===== src/rtl/way_age_tracker.sv =====
// Per-set LRU age tracker: one saturating age counter and one valid bit per way.
// Drives the way_flatted/condition inputs of select_biggest, with all outputs registered.
module way_age_tracker #(
  parameter int unsigned SINGLE_WAY_WIDTH_IN_BITS = 4,
  parameter int unsigned NUM_WAY                  = 16,
  parameter int unsigned WAY_INDEX_WIDTH          = 4
) (
  input  logic                                         clk_in,
  input  logic                                         reset_in,
  input  logic                                         access_valid_in,
  input  logic [WAY_INDEX_WIDTH-1:0]                   access_way_in,
  input  logic                                         fill_valid_in,
  input  logic [WAY_INDEX_WIDTH-1:0]                   fill_way_in,
  input  logic                                         invalidate_valid_in,
  input  logic [WAY_INDEX_WIDTH-1:0]                   invalidate_way_in,
  input  logic                                         flush_in,
  output logic [SINGLE_WAY_WIDTH_IN_BITS*NUM_WAY-1:0]  way_flatted_out,
  output logic [NUM_WAY-1:0]                           condition_out,
  output logic [WAY_INDEX_WIDTH:0]                     valid_count_out,
  output logic                                         all_valid_out
);

  localparam int unsigned W  = SINGLE_WAY_WIDTH_IN_BITS;
  localparam int unsigned N  = NUM_WAY;
  localparam int unsigned IW = WAY_INDEX_WIDTH;
  localparam int unsigned CW = WAY_INDEX_WIDTH + 1;
  localparam logic [W-1:0] AGE_MAX = {W{1'b1}};

  logic [N-1:0]   inv_sel;
  logic [N-1:0]   fil_req;
  logic [N-1:0]   fil_sel;
  logic [N-1:0]   acc_req;
  logic [N-1:0]   acc_sel;
  logic           aging;
  logic [W*N-1:0] ages_nxt;
  logic [N-1:0]   valid_nxt;
  logic [CW-1:0]  count_nxt;

  // One-hot event decode; out-of-range indices match no way and are dropped.
  always_comb begin : decode
    inv_sel = '0;
    fil_req = '0;
    acc_req = '0;
    for (int i = 0; i < int'(N); i++) begin
      inv_sel[i] = invalidate_valid_in && (invalidate_way_in == IW'(i));
      fil_req[i] = fill_valid_in && (fill_way_in == IW'(i));
      acc_req[i] = access_valid_in && (access_way_in == IW'(i)) && condition_out[i];
    end
    // Invalidate beats fill; access yields to either on the same way.
    fil_sel = fil_req & ~inv_sel;
    acc_sel = acc_req & ~inv_sel & ~fil_req;
    aging   = (|fil_sel) || (|acc_sel);
  end

  // Per-way next state, with a single aging step shared by fill and access.
  always_comb begin : next_state
    ages_nxt  = way_flatted_out;
    valid_nxt = condition_out;
    count_nxt = '0;
    for (int i = 0; i < int'(N); i++) begin
      if (flush_in) begin
        ages_nxt[i*W +: W] = '0;
        valid_nxt[i]       = 1'b0;
      end else if (inv_sel[i]) begin
        ages_nxt[i*W +: W] = '0;
        valid_nxt[i]       = 1'b0;
      end else if (fil_sel[i]) begin
        ages_nxt[i*W +: W] = '0;
        valid_nxt[i]       = 1'b1;
      end else if (acc_sel[i]) begin
        ages_nxt[i*W +: W] = '0;
      end else if (aging && condition_out[i] && (way_flatted_out[i*W +: W] != AGE_MAX)) begin
        ages_nxt[i*W +: W] = way_flatted_out[i*W +: W] + W'(1);
      end
      count_nxt = count_nxt + CW'(valid_nxt[i]);
    end
  end

  always_ff @(posedge clk_in or posedge reset_in) begin
    if (reset_in) begin
      way_flatted_out <= '0;
      condition_out   <= '0;
      valid_count_out <= '0;
      all_valid_out   <= 1'b0;
    end else begin
      way_flatted_out <= ages_nxt;
      condition_out   <= valid_nxt;
      valid_count_out <= count_nxt;
      all_valid_out   <= &valid_nxt;
    end
  end

endmodule


===== config.mk =====
export PLATFORM = sky130hd
export DESIGN_NAME = way_age_tracker
export DESIGN_NICKNAME = d
export VERILOG_FILES = /design/src/rtl/way_age_tracker.sv
export SDC_FILE = /design/constraint.sdc
export NUM_CORES = 1
export LEC_CHECK = 0
export BUFFER_PORTS_ARGS = -buffer_cell sky130_fd_sc_hd__buf_2
export CAP_MARGIN = 30
export CORE_MARGIN = 2
export CORE_UTILIZATION = 55
export DETAILED_ROUTE_END_ITERATION = 6
export GPL_ROUTABILITY_DRIVEN = 0
export GPL_TIMING_DRIVEN = 0
export HOLD_SLACK_MARGIN = 0.15
export PLACE_DENSITY = 0.8
export SYNTH_ARGS = -nofsm -noshare
export SYNTH_HDL_FRONTEND = slang
export SYNTH_SLANG_ARGS = --single-unit

===== constraint.sdc =====
create_clock -name clk_in -period 8.3 [get_ports clk_in]
set_input_delay 0.415 -clock clk_in [delete_from_list [all_inputs] [get_ports clk_in]]
set_output_delay 0.415 -clock clk_in [all_outputs]
set_load 0.01 [all_outputs]

Word-level counts from Yosys, hierarchy flattened

Cells that the tools add are included.
W data, S select, Z words.

Bitwise operators: 5
Equality and inequality tests: 61
Reductions and logical operators: 119
Multiplexer cells: 128
Add/subtract/negate cells: 31

Operator list:

| operator              | count |
|---|---|
| $mux W4               | 80 |
| $eq A4 B4 Y1 const B  | 24 |
| $logic_and A1 B1 Y1   | 96 |
| $reduce_bool A5 Y1    | 16 |
| $add A4 B1 Y4 const B | 16 |
| $ne A4 B4 Y1 const B  | 16 |
| $add A5 B1 Y5         | 11 |
| $and A16 B16 Y16      | 3 |
| $eq A4 B3 Y1 const B  | 12 |
| $mux W1               | 48 |
| $not A16 Y16          | 2 |
| $reduce_or A16 Y1     | 2 |
| $eq A4 B2 Y1 const B  | 6 |
| $reduce_and A16 Y1    | 1 |
| $eq A4 B1 Y1 const B  | 3 |
| $logic_not A4 Y1      | 3 |
| $add A4 B1 Y5         | 1 |
| $add A3 B1 Y4         | 1 |
| $add A2 B1 Y3         | 1 |
| $add A1 B1 Y2         | 1 |
| $logic_or A1 B1 Y1    | 1 |

Word-level logic and storage cells: 363
Output and inout bits: 86
Register bits: 86
Input bits: 18

Longest topological paths before layout

Gate-level depths: netlist (run 1).

Depth after elaboration: 22
Depth in mapped cells: 15

Worst setup path before layout (run 1)

Ideal clock, no wire load.

Path type: input-to-reg
Start point: input port fill_way_in[2]
End point: register valid_count_out[4]
Setup time: 119 ps
Path buffers: 0
Stages: 13
Arrival time: 4016 ps
Path slack: 4165 ps
Cells stage by stage: or3b_2 -> nor3_1 -> o21a_1 -> inv_1 -> fa_1 -> fa_1 -> fa_1 -> fa_1 -> inv_1 -> ha_1 -> fa_1 -> a21oi_1 -> nor2b_1

Cells in the longest elaborated chain, start to end: 21
Elaborated cells on any way between the ends: 96

Ends and longest elaborated chain:

| what                        | RTL line | source |
|---|---|---|
| from (decl)                 | 13       | `input logic [WAY_INDEX_WIDTH-1:0] fill_way_in,` |
| $logic_not A4 Y1            | 46       | `fil_req[i] = fill_valid_in && (fill_way_in == IW'(i));` |
| $logic_and A1 B1 Y1         | 46       |  |
| $and A16 B16 Y16            | 50       | `fil_sel = fil_req & ~inv_sel;` |
| $mux W1                     | 67       | `end else if (fil_sel[i]) begin` |
| $mux W1                     | 64       | `end else if (inv_sel[i]) begin` |
| $mux W1                     | 61       | `if (flush_in) begin` |
| via valid_nxt[0]            | 36       | `logic [N-1:0] valid_nxt;` |
| $add A1 B1 Y2               | 75       | `count_nxt = count_nxt + CW'(valid_nxt[i]);` |
| $add A2 B1 Y3               | 75       |  |
| $add A3 B1 Y4               | 75       |  |
| $add A4 B1 Y5               | 75       |  |
| $add A5 B1 Y5 (11 in a row) | 75       |  |
| via count_nxt[4]            | 37       | `logic [CW-1:0] count_nxt;` |
| to (signal assigned)        | 88       | `valid_count_out <= count_nxt;` |
| to (decl)                   | 19       | `output logic [WAY_INDEX_WIDTH:0] valid_count_out,` |

The timed path passes the listed nets, and every way through them passes these cells.
A chain may end at the register's enable or synchronous reset.

Worst setup path in the final report (run 1)

Start point: input port flush_in
End point: register valid_count_out[4]

Elaborated cells on any way between the ends: 31

RTL lines:

| what                       | RTL line | source |
|---|---|---|
| from (decl)                | 16       | `input logic flush_in,` |
| $mux W1                    | 61       |  |
| via valid_nxt[7]           | 36       |  |
| $add A5 B1 Y5 (9 in a row) | 75       |  |
| via count_nxt[4]           | 37       |  |

The timed path passes the listed nets, and every way through them passes these cells.

==> reports/metrics.yaml, run 1 <==
sta:
  hold_viol: 0
  grt_setup_unrepaired: "false"
  tns_ps: 0
  hold_ws_ps: 573
  fmax_ghz: 0.228
  report.final.slew_viol_count: 0
  period_share_pct: 52.8
  setup_violations: 0
  worst_slew_pin_slew_ps: 749
  slew_headroom_pct: 50.0
  clock_skew_ps: 13.9
  period_needed_ps: 4380
floorplanning:
  start_util_pct: 56.6
  die_h_um: 101
  die_w_um: 101
  coreArea_mm2: 0.00924
  ios: 104
  rows: 35
  die-area_mm2: 0.0103
synthesis:
  syn_avg_cell_area_um2: 8.97
  synth-seq-cells: 86
  synth_top_area_cell: "dfrtp_1"
  async_flop_share_pct: 100
  yosys-top-cells-area: "dfrtp_1 (41%), nor2_1 (7.8%), xnor2_1 (6.9%)"
  synth_area_mm2: 0.00523
  synth-seq-area-share_pct: 41.2
  synthFlopType: "dfrtp_1"
  yosys_warnings: 0
  ys_types: 47
  synth_nets: 633
  synth_cells: 583
  synth_top_area_share_pct: 41.2
  synth-edff-count: 0
drt:
  wirelength_um: 14700
  vias: 5061
  ant_nets: 0
  first_iter_violations: 655
  vias_per_cell: 6.09
  post-route-drc-count: 0
  wl_per_cell_um: 17.7
  firstDrtPassIters: 6
cts:
  cts_tree: "yes"
  clock_path_buffers: 2
  clk_pin_slew_worst_paths_ps: 80
  cts-htree-levels: 3
  cts_buffers: 9
  clock_latency_ps: 360
  cts_root_buf: "clkbuf_8"
  post_cts_buffers: 0
  clock_sinks: 86
grt:
  grt_pass1_vias: 4724
  grt_use_total_pct: 28.7
  grt_first_pass_wirelength_um: 23000
  overflow: 0
  antenna_found_initial: 0
  grt_max_degree: 45
pwr:
  p_per_area_mw_per_mm2: 148
  vdd_drop_max_uv: 106
  finalPower_uw: 916
  pwr-share-clk_pct: 41.7
  leakage_nw: 3.06
  p_int_uw: 683
  power_switching_uw: 233
  p_sw_share_pct: 25.4
  seq_power_share_pct: 46.8
  combPwrFrac_pct: 11.5
finish:
  fin_nets: 748
  drive_gt1_share_pct: 18.4
  fill_cells: 746
  utilization_pct: 67.0
  fin_cells: 831
  syn2layout_area_growth_pct: 18.4
  seqCellArea_mm2: 0.00215
  antennaDiodeCount: 0
  multiInputGateArea_mm2: 0.00287
critical_path:
  path_cells: "clkbuf_1 -> clkbuf_1 -> nor2_1 -> o21ai_0 -> inv_1 -> fa_1 -> inv_1 -> fa_1 -> fa_1 -> fa_1 -> inv_1 -> ha_1 -> fa_1 -> a21oi_1 -> nor2b_1"
  path_max_fanout: 10
  critPathBufInv: 5
  worstPathArrival_ps: 4640
  cp_top_family: "adder cells"
  worst_path_largest_cell_delay_ps: 560
  crit_type: "primary input to register"
  cp_slowest_cell: "fa_1"
  crit_required_ps: 8550
  cp-end-kind: "register"
  crit_top_cell: "fa_1"
  start_kind: "primary input"
worst_hold_path:
  worstHoldPathType: "register to register"
run:
  cap_violations: 0
run_status:
  status: "finished, final reports clean"
placed_design:
  portBuffers: 102
  hpwl_um: 10900
  placedCellCount: 815
==> flip-flops by register name, summed over array words and instances, names as in the netlist <==
| register | count |
|---|---|
| condition_out | 16 |
| valid_count_out | 5 |
| way_flatted_out | 64 |
| all_valid_out | 1 |
==> worst paths after layout <==
| kind | depth (start not counted) | end | slack [ps] | startpoint |
|---|---|---|---|---|
| max | 15 | valid_count_out[4] | 3920 | flush_in |
| min | 2 | way_flatted_out[1] | 570 | way_flatted_out[1] |
| max reg2reg | 12 | valid_count_out[4] | 4190 | condition_out[5] |
| min reg2reg | 2 | way_flatted_out[1] | 570 | way_flatted_out[1] |
| max in group asynchronous | 4 | way_flatted_out[35] | 7030 | reset_in |
| min in group asynchronous | 3 | way_flatted_out[61] | 660 | reset_in |
==> cell usage in the layout (no fill, tap or decap), types with 10 or more instances in the layout <==
master,n
ha_1,22
mux2i_1,16
a211oi_1,12
dfrtp_1,86
nor3_1,14
xnor2_1,41
fa_1,10
a31oi_1,17
buf_2,105
o21ai_0,13
nand4_1,13
and3_1,12
nand2_1,34
a21oi_1,30
nor2_1,108
inv_1,35
nand3_1,39
==> cell families (layout without fill, tap and decap cells) <==
group           count (synthesis)  after routing  synth area share [%]
flops                          86             86                  41.2
simple gates                  256            256                  23.8
compound gates                100            100                  12.0
fa+ha+maj                      32             32                  9.10
buf+inv                        51            170                  3.88
mux                            16             16                  3.06
xor+xnor                       42             42                  7.04
==> layout make-up <==
class	instances	share of cell area (%)
flip-flops and latches	86	34.8
well taps	129	2.61
repair buffers	104	8.73
clock buffers	9	2.00
plain buffers	15	1.09
inverters	36	2.22
multi-input cells	446	46.4
clock inverters	6	2.16
==> Yosys cell counts (all sizes together), types with 10 or more instances <==
cell type  count
mux2i         16
inv           36
a211oi        12
nand4         13
fa            10
dfrtp         86
nand3         39
xnor2         41
and3          12
a21oi         30
nand2         35
nor2         108
a31oi         17
ha            22
nor3          14
o21ai         13
==> power groups by stage <==
stage	sequential [mW]	clock, mW	combinational (mW)
after floorplan	0.438	0	0.0605
after global routing	0.429	0.405	0.114
final	0.428	0.382	0.105
after detailed placement	0.436	0	0.102
after global placement	0.436	0	0.0977
after CTS	0.428	0.387	0.103
==> what timing repair did <==
action | CTS | global route
resized for setup | 0 | 0
hold buffers | 1 | 0
hold endpoints to repair | 43 | 0
endpoints found under the setup margin | 0 | 0
==> per-stage QoR <==
step | setup WS, ps | instance area (µm²)
2_1_floorplan | 4170 | 5230
3_3_place_gp | 3700 | 5900
3_5_place_dp | 3660 | 5920
4_1_cts | 3990 | 6190
5_1_grt | 3680 | 6190
6_report | 3920 | 6190
==> tightest hold or removal path, stage by stage (launching register included) <==
cell     delay [ps]
dfrtp_1         390
mux2i_1          80
nor2_1           70
==> routing by layer <==
metal	up-vias	track usage [%]	wire length (µm)
met5	-	0	0
met4	0	12.2	432
met3	62	6.63	1430
met2	284	45.7	7080
met1	2427	37.9	5780
li1	2288	-	-
No activity file was read; power rests on OpenSTA's default activity.
==> run 2: changes to the inputs <==
CORE_UTILIZATION = 50   (was 55)
PLACE_DENSITY = 0.76   (was 0.8)
clock period = 3.8 ns   (was 8.3 ns; I/O delays follow)
==> run 2 against run 1 <==
Via count shrank 1.0%. Non-clock buffer count grew 1. Largest power group unchanged. Critical endpoint unchanged. Worst hold slack lost 280 ps. Critical path type unchanged.
==> reports/metrics.yaml, run 2 (synthesized netlist as in run 1, its figures left out) <==
critical_path:
  start_kind: "primary input"
  critPathBufInv: 3
  crit_top_cell: "fa_1"
  cp-end-kind: "register"
  crit_end: "valid_count_out[4]"
  crit_cells: 14
  worstPathArrival_ps: 4040
  path_cells: "buf_2 -> or3b_4 -> nor3_4 -> o21a_2 -> inv_1 -> fa_1 -> fa_1 -> fa_1 -> fa_1 -> inv_2 -> ha_4 -> fa_2 -> a21oi_2 -> nor2b_1"
  r2r_end: "valid_count_out[4]"
  ff2ff_path_depth: 12
  crit_path_start: "fill_way_in[2]"
  path_max_fanout: 8
  cp_top_family: "adder cells"
  crit_type: "primary input to register"
  cp_slowest_cell: "fa_1"
  r2r_start: "condition_out[5]"
  rrSetupSlack_ps: 80
  crit_required_ps: 4070
  worst_path_largest_cell_delay_ps: 560
drt:
  first_iter_violations: 606
  firstDrtPassIters: 6
  ant_nets: 0
  vias_per_cell: 5.96
  wirelength_um: 15000
  wl_per_cell_um: 17.8
  post-route-drc-count: 0
  vias: 5010
cts:
  cts-htree-levels: 3
  clock_latency_ps: 370
  cts_buffers: 9
  clock_sinks: 86
  cts_tree: "yes"
  clock_path_buffers: 2
  cts_root_buf: "clkbuf_8"
  clk_pin_slew_worst_paths_ps: 90
sta:
  hold_viol: 0
  slew_headroom_pct: 45.1
  fmax_ghz: 0.265
  clock_skew_ps: 11.7
  report.final.slew_viol_count: 0
  hold_ws_ps: 293
  fin_ws_ps: 22.3
  period_share_pct: 99.4
  worst_slew_pin_slew_ps: 824
  setup_violations: 0
  period_needed_ps: 3780
  grt_setup_unrepaired: "true"
pwr:
  leakage_nw: 3.04
  p_per_area_mw_per_mm2: 292
  vdd_drop_max_uv: 192
floorplanning:
  die_w_um: 106
  start_util_pct: 51.1
  coreArea_mm2: 0.0102
  rows: 37
  ios: 104
  die-area_mm2: 0.0113
  die_h_um: 106
finish:
  syn2layout_area_growth_pct: 19.1
  regMostFlops: "way_flatted_out"
  layout_commonest_cell: "buf_2"
  drive_gt1_share_pct: 21.6
  top_regs: "way_flatted_out: 64 flops, condition_out: 16 flops, valid_count_out: 5 flops"
  most-common-layout-cells: "buf_2 (106), nor2_1 (105), dfrtp_1 (85)"
  largest_reg_flops: 64
  antennaDiodeCount: 0
  fin_nets: 749
grt:
  grt_max_degree: 45
  overflow: 0
  grt_use_total_pct: 27.4
  antenna_found_initial: 0
  grt_pass1_vias: 4971
  grt_first_pass_wirelength_um: 24200
run:
  cap_violations: 0
run_status:
  status: "finished, final reports clean"
placed_design:
  portBuffers: 102
  hpwl_um: 11100
  dpl_worst_slack_ps: -488
worst_hold_path:
  worstHoldPathType: "primary input to register"
==> run 2: cell types whose count changed in the layout (fill, tap and decap cells not counted), sizes merged <==
cell,previous run,this run
clkinv,1,2
inv,37,36
clkinvlp,0,3
buf,109,110
bufinv,4,1
clkbuf,18,19
==> run 2: report_power, final <==
part	switching, mW	leakage (nW)	internal, mW
Sequential	0.0109	1.20	0.925
Combinational	0.172	1.75	0.0707
Clock	0.338	0.0883	0.301
Total	0.521	3.04	1.30
==> run 2: area by class of cell <==
cell class	instances	area (µm²)
timing repair buffer	105	548
buffer	15	72.6
multi-input combinational	446	2950
inverter	36	138
sequential	86	2150
tap	136	170
clock buffer	10	128
clock inverter	6	62.6
fill	883	4010
==> run 2: metal layers <==
layer	routed length, µm	global-route usage [%]	vias to the layer above	share of wire (%)
met4	520	12.7	0	3.5
li1	-	-	2277	-
met5	0	0	-	0
met3	1500	7.30	58	10
met2	6930	42.3	290	46
met1	6010	36.0	2385	40
==> run 2: per-stage QoR <==
stage | total power, mW | TNS [ps] | cells | cell area, µm² | util (%)
6_report | 1.82 | 0 | 840 | 6220 | 60.8
2_1_floorplan | 1.09 | 0 | 583 | 5240 | -
4_1_cts | 1.82 | 0 | 839 | 6160 | 60.2
3_5_place_dp | 1.18 | -1770 | 822 | 5940 | 58.1
3_3_place_gp | 1.17 | -1600 | 821 | 5920 | 57.9
5_1_grt | 1.90 | -107 | 840 | 6220 | 60.8
==> run 2: worst min-delay path by stage <==
stage	start	end	slack (ps)	depth (start not counted)
after global placement	way_flatted_out[27]	way_flatted_out[27]	550	2
after global routing	flush_in	condition_out[2]	270	2
final	flush_in	condition_out[2]	290	2
after detailed placement	reset_in	way_flatted_out[0]	290	2
after CTS	flush_in	condition_out[2]	220	2
after floorplan	fill_way_in[1]	condition_out[5]	490	3
==> run 2: timing repair <==
item | 4_1_cts | 5_1_grt
pin swaps | 0 | 9
buffers inserted | 0 | 1
hold endpoints to repair | 43 | 0
endpoints found under the setup margin | 4 | 4
hold buffers | 1 | 0
resized for setup | 8 | 20
